==> config.mk <==
export PLATFORM = sky130hd
export DESIGN_NAME = fibo_datapath
export DESIGN_NICKNAME = d
export VERILOG_FILES = /design/src/rtl/fibo_datapath.sv
export SDC_FILE = /design/constraint.sdc
export NUM_CORES = 1
export LEC_CHECK = 0
export ABC_AREA = 1
export CORE_ASPECT_RATIO = 0.8
export CORE_MARGIN = 1
export CORE_UTILIZATION = 59
export CTS_CLUSTER_SIZE = 40
export DETAILED_ROUTE_END_ITERATION = 16
export PLACE_DENSITY = 0.85
export SLEW_MARGIN = 30
export SYNTH_ARGS = -nofsm -noshare
export SYNTH_HDL_FRONTEND = slang
export SYNTH_SLANG_ARGS = --single-unit
==> constraint.sdc <==
create_clock -name clk -period 6.5 [get_ports clk]
set_input_delay 1.3 -clock clk [delete_from_list [all_inputs] [get_ports clk]]
set_output_delay 1.3 -clock clk [all_outputs]
set_load 0.01 [all_outputs]
==> src/rtl/fibo_datapath.sv <==
// Fibonacci engine datapath: 4-entry register file (1W/2R), 8-function ALU
// and a write-back mux selecting the external count or the ALU result.
module fibo_datapath #(
   parameter int unsigned size = 4
) (
   input  logic            clk,
   input  logic            rst_n,
   input  logic [1:0]      wrt_addr,
   input  logic            wrt_en,
   input  logic            load_data,
   input  logic [1:0]      rd_addr1,
   input  logic [1:0]      rd_addr2,
   input  logic [2:0]      alu_opcode,
   input  logic [size-1:0] count,
   output logic            zero_flag,
   output logic [size-1:0] data
);

   localparam int unsigned NREGS = 4;

   typedef enum logic [2:0] {
      OP_PASS_A = 3'b000,
      OP_PASS_B = 3'b001,
      OP_SUB    = 3'b010,
      OP_AND    = 3'b011,
      OP_OR     = 3'b100,
      OP_XOR    = 3'b101,
      OP_ADD    = 3'b110,
      OP_INC    = 3'b111
   } alu_op_e;

   logic [size-1:0] rf_q [NREGS];
   logic [size-1:0] rf_d [NREGS];
   logic [size-1:0] opnd_a;
   logic [size-1:0] opnd_b;
   logic [size-1:0] alu_result;
   logic [size-1:0] wdata;

   // Combinational read ports; no bypass, so a write shows up after the edge.
   assign opnd_a = rf_q[rd_addr1];
   assign opnd_b = rf_q[rd_addr2];

   // ALU: all arithmetic wraps modulo 2^size.
   always_comb begin
      alu_result = '0;
      unique case (alu_op_e'(alu_opcode))
         OP_PASS_A: alu_result = opnd_a;
         OP_PASS_B: alu_result = opnd_b;
         OP_SUB:    alu_result = opnd_a - opnd_b;
         OP_AND:    alu_result = opnd_a & opnd_b;
         OP_OR:     alu_result = opnd_a | opnd_b;
         OP_XOR:    alu_result = opnd_a ^ opnd_b;
         OP_ADD:    alu_result = opnd_a + opnd_b;
         OP_INC:    alu_result = opnd_a + size'(1);
         default:   alu_result = '0;
      endcase
   end

   assign wdata     = load_data ? count : alu_result;
   assign data      = alu_result;
   assign zero_flag = (alu_result == '0);

   // Register file next state.
   always_comb begin
      rf_d = rf_q;
      if (wrt_en) begin
         rf_d[wrt_addr] = wdata;
      end
   end

   always_ff @(posedge clk or negedge rst_n) begin
      if (!rst_n) begin
         rf_q <= '{default: '0};
      end else begin
         rf_q <= rf_d;
      end
   end

endmodule

==> results.toml <==
[run_status]
outcome = "complete, no violations"

[route]
highest_layer = "met4"
dr.pass1.iters = 5
wl_per_cell_um = 12.8
drtIter0Drc = 116
wl_met3_um = 300
totalWireLength_mm = 3.80
ant_nets = 0
via_count = 1582
drt-met1-wl_mm = 1.96
met2_length_mm = 1.48
post-route-drc-count = 0
vias_per_cell = 5.31

[global_routing]
grt_pass1_wl_mm = 5.97
overflow = 0
track_usage = 0.294
grt_pass1_vias = 1278
antenna_found_initial = 0
grt_max_degree = 17

[power_and_ir_drop]
sequentialPowerShare = 0.333
clockPowerShare = 0.156
power.net_switching_w = 0.000179
combPwrFrac = 0.511
netSwitchingFraction = 0.421
p_leak_nw = 0.965
power.density_mw_per_mm2 = 234
power_w = 0.000426
ir_drop_v = 0.000141
internal_power_w = 0.000247

[timing]
fmax_mhz = 169
finalWorstPathRequiredPeriod_ps = 5920
period_share = 0.911
setup_tns_ps = 0
setup-violations-final = 0
skew_ps = 1.21
hold_viol_final = 0
slew_headroom = 0.526
tightest_slew_ps = 709
rsz0062_at_grt = "false"
whs_ps = 540
finalMaxSlewViolations = 0

[critical_path]
cpMostUsedCell = "nand2_1"
critPathBufInv = 4
crit_chain = "clkdlybuf4s50_1, inv_4, nand2_1, nand3_1, nand2_2, ha_1, nand2_1, nand2_1, inv_1, fa_1, xnor2_1, a221oi_1, nand2_1, a21oi_2, nand3_1, nor2_1, clkdlybuf4s50_1"
cp.required_ps = 5200
critPathSlowestCell = "clkdlybuf4s50_1"
worstPathArrival_ps = 4620
critical_path.top_delay_family = "buffers and inverters"
critPathKind = "in2out"
path_max_fanout = 9
crit_path_end_kind = "output pin"
start_kind = "input port"
critical_path.max_stage_delay_ps = 590

[clock_tree]
clock_latency_ps = 290
root_buffer = "clkbuf_4"
max-clock-path-buffers = 2
cts_sinks = 16
cts-resized-gates = 0
cts_tree = "built"
cts_max_level = 1
clk_pin_slew_ps = 90
postCtsHoldBufs = 0
postCtsSetupRepairBufs = 0
cts_made_buffers = 3

[yosys]
yosysSeqAreaShare = 0.259
synth-seq-cells = 16
avgSynthCellArea_sq_um = 6.47
synth_cell_type_count = 24
ys_warn_count = 0
synth_area_sq_mm = 0.00155
synth_cells = 239
synth_edf_count = 0
synth_ff_type = "dfrtp_1"
syn_nets = 269
synthArstFlopShare = 1.00

[place]
portBuffers = 21
place_congestion = 0.938
placed_area_sq_mm = 0.00178
hpwl_mm = 3.12

[cells_and_area]
final_cell_area_sq_mm = 0.00182
multi_input_area_sq_um = 988
fillers = 211
regArea_sq_um = 400
final_util = 0.738
antennaDiodeCount = 0
top_regs = "rf_q (16)"
drive_gt1_frac = 0.0992
syn_to_final_growth_pct = 17.7
top_register = "rf_q"
largest_register_ffs = 16
nNetsFinal = 293

[floorplan]
num_rows = 16
ios = 22
die-area_sq_mm = 0.00283
die_w_um = 59.2
core-area_sq_mm = 0.00246
die-height_um = 47.8
start_util = 0.628

[run]
timing.max_cap.violations = 0

[hold_path]
hp-class = "reg2reg"
worst paths after layout:
path	start	endpoint	slack (ps)	cells past startpoint
worst max-delay path	rd_addr2[0]	zero_flag	580	17
worst min-delay path	rf_q[8]	rf_q[8]	540	2
worst max register to register	rf_q[0]	rf_q[6]	3800	15
worst min register to register	rf_q[8]	rf_q[8]	540	2
max in group asynchronous	rst_n	rf_q[4]	4630	1
min in group asynchronous	rst_n	rf_q[7]	1430	1
worst register-to-register path, stage by stage (launching register included):
cell,delay (ps)
dfrtp_1,400
nand2_1,80
nand3_1,120
nand2_2,100
ha_1,300
nand2_1,50
nand2_1,90
inv_1,60
fa_1,440
xnor2_1,150
a221oi_1,260
nand2_1,90
a21oi_2,150
nand2_1,140
nand3_1,120
nand2_1,50
cells in the mapped netlist, types with 2 or more instances:
cell type | count | area share
a21oi_2 | 2 | 0.011
nand3_2 | 3 | 0.019
nand3_1 | 27 | 0.087
or2_2 | 2 | 0.0081
dfrtp_1 | 16 | 0.26
ha_1 | 12 | 0.097
nor2_1 | 9 | 0.022
nand2_2 | 7 | 0.028
nand2_1 | 90 | 0.22
a221oi_1 | 2 | 0.011
a21oi_1 | 3 | 0.0097
o21ai_0 | 9 | 0.029
nor3_1 | 7 | 0.023
inv_1 | 35 | 0.085
o21ai_2 | 6 | 0.034
power groups by stage:
| stage | Sequential (W) | Combinational (W) | Clock [W] |
|---|---|---|---|
| global placement | 0.000144 | 0.000209 | 0 |
| finish | 0.000142 | 0.000218 | 0.0000665 |
| floorplan | 0.000136 | 0.000149 | 0 |
| global route | 0.000144 | 0.000247 | 0.0000712 |
| CTS | 0.000141 | 0.000216 | 0.0000664 |
| detailed placement | 0.000143 | 0.000214 | 0 |
through the flow:
step / instances / worst slack, ps
after floorplan: 239 / 1820
final: 298 / 581
after CTS: 298 / 598
after detailed placement: 294 / 610
after global placement: 294 / 673
after global routing: 298 / 363
layer usage:
metal	track usage	up-vias
li1	-	810
met1	0.481	697
met3	0.0595	7
met2	0.382	68
met4	0.0667	0
met5	0	-
cells in the final DEF, fill, tap and decap left out:
master | synthesis | final
nand2_1 | 90 | 90
inv_1 | 35 | 35
nand3_1 | 27 | 27
clkdlybuf4s50_1 | 0 | 21
dfrtp_1 | 16 | 16
ha_1 | 12 | 12
o21ai_0 | 9 | 9
nor2_1 | 9 | 9
nand2_2 | 7 | 7
nor3_1 | 7 | 7
o21ai_2 | 6 | 6
a21oi_1 | 3 | 3
nand3_2 | 3 | 3
clkbuf_4 | 0 | 3
a221oi_1 | 2 | 2
a21oi_2 | 2 | 2
or2_2 | 2 | 2
inv_4 | 1 | 1
nor3_2 | 1 | 1
a211oi_1 | 1 | 1
o2111ai_1 | 1 | 1
a21boi_1 | 1 | 1
xnor2_1 | 1 | 1
fa_1 | 1 | 1
clkbuf_8 | 0 | 1
cell type report:
class / count / share of cell area
multi-input combinational: 185 / 0.544
sequential: 16 / 0.220
timing repair buffer: 21 / 0.116
inverter: 36 / 0.0757
tap: 36 / 0.0248
clock buffer: 4 / 0.0200
kinds of logic (layout without fill, tap and decap cells):
kind of cell,count (synthesis),after routing,share of synthesized area
AND/OR/NAND/NOR,146,146,0.413
buffers and inverters,38,61,0.101
AO/OA/AOI/OAI,25,25,0.111
flip-flops,16,16,0.259
adder cells (fa/ha/maj),13,13,0.110
XOR/XNOR,1,1,0.00567
(Power assumes the default switching activity.)
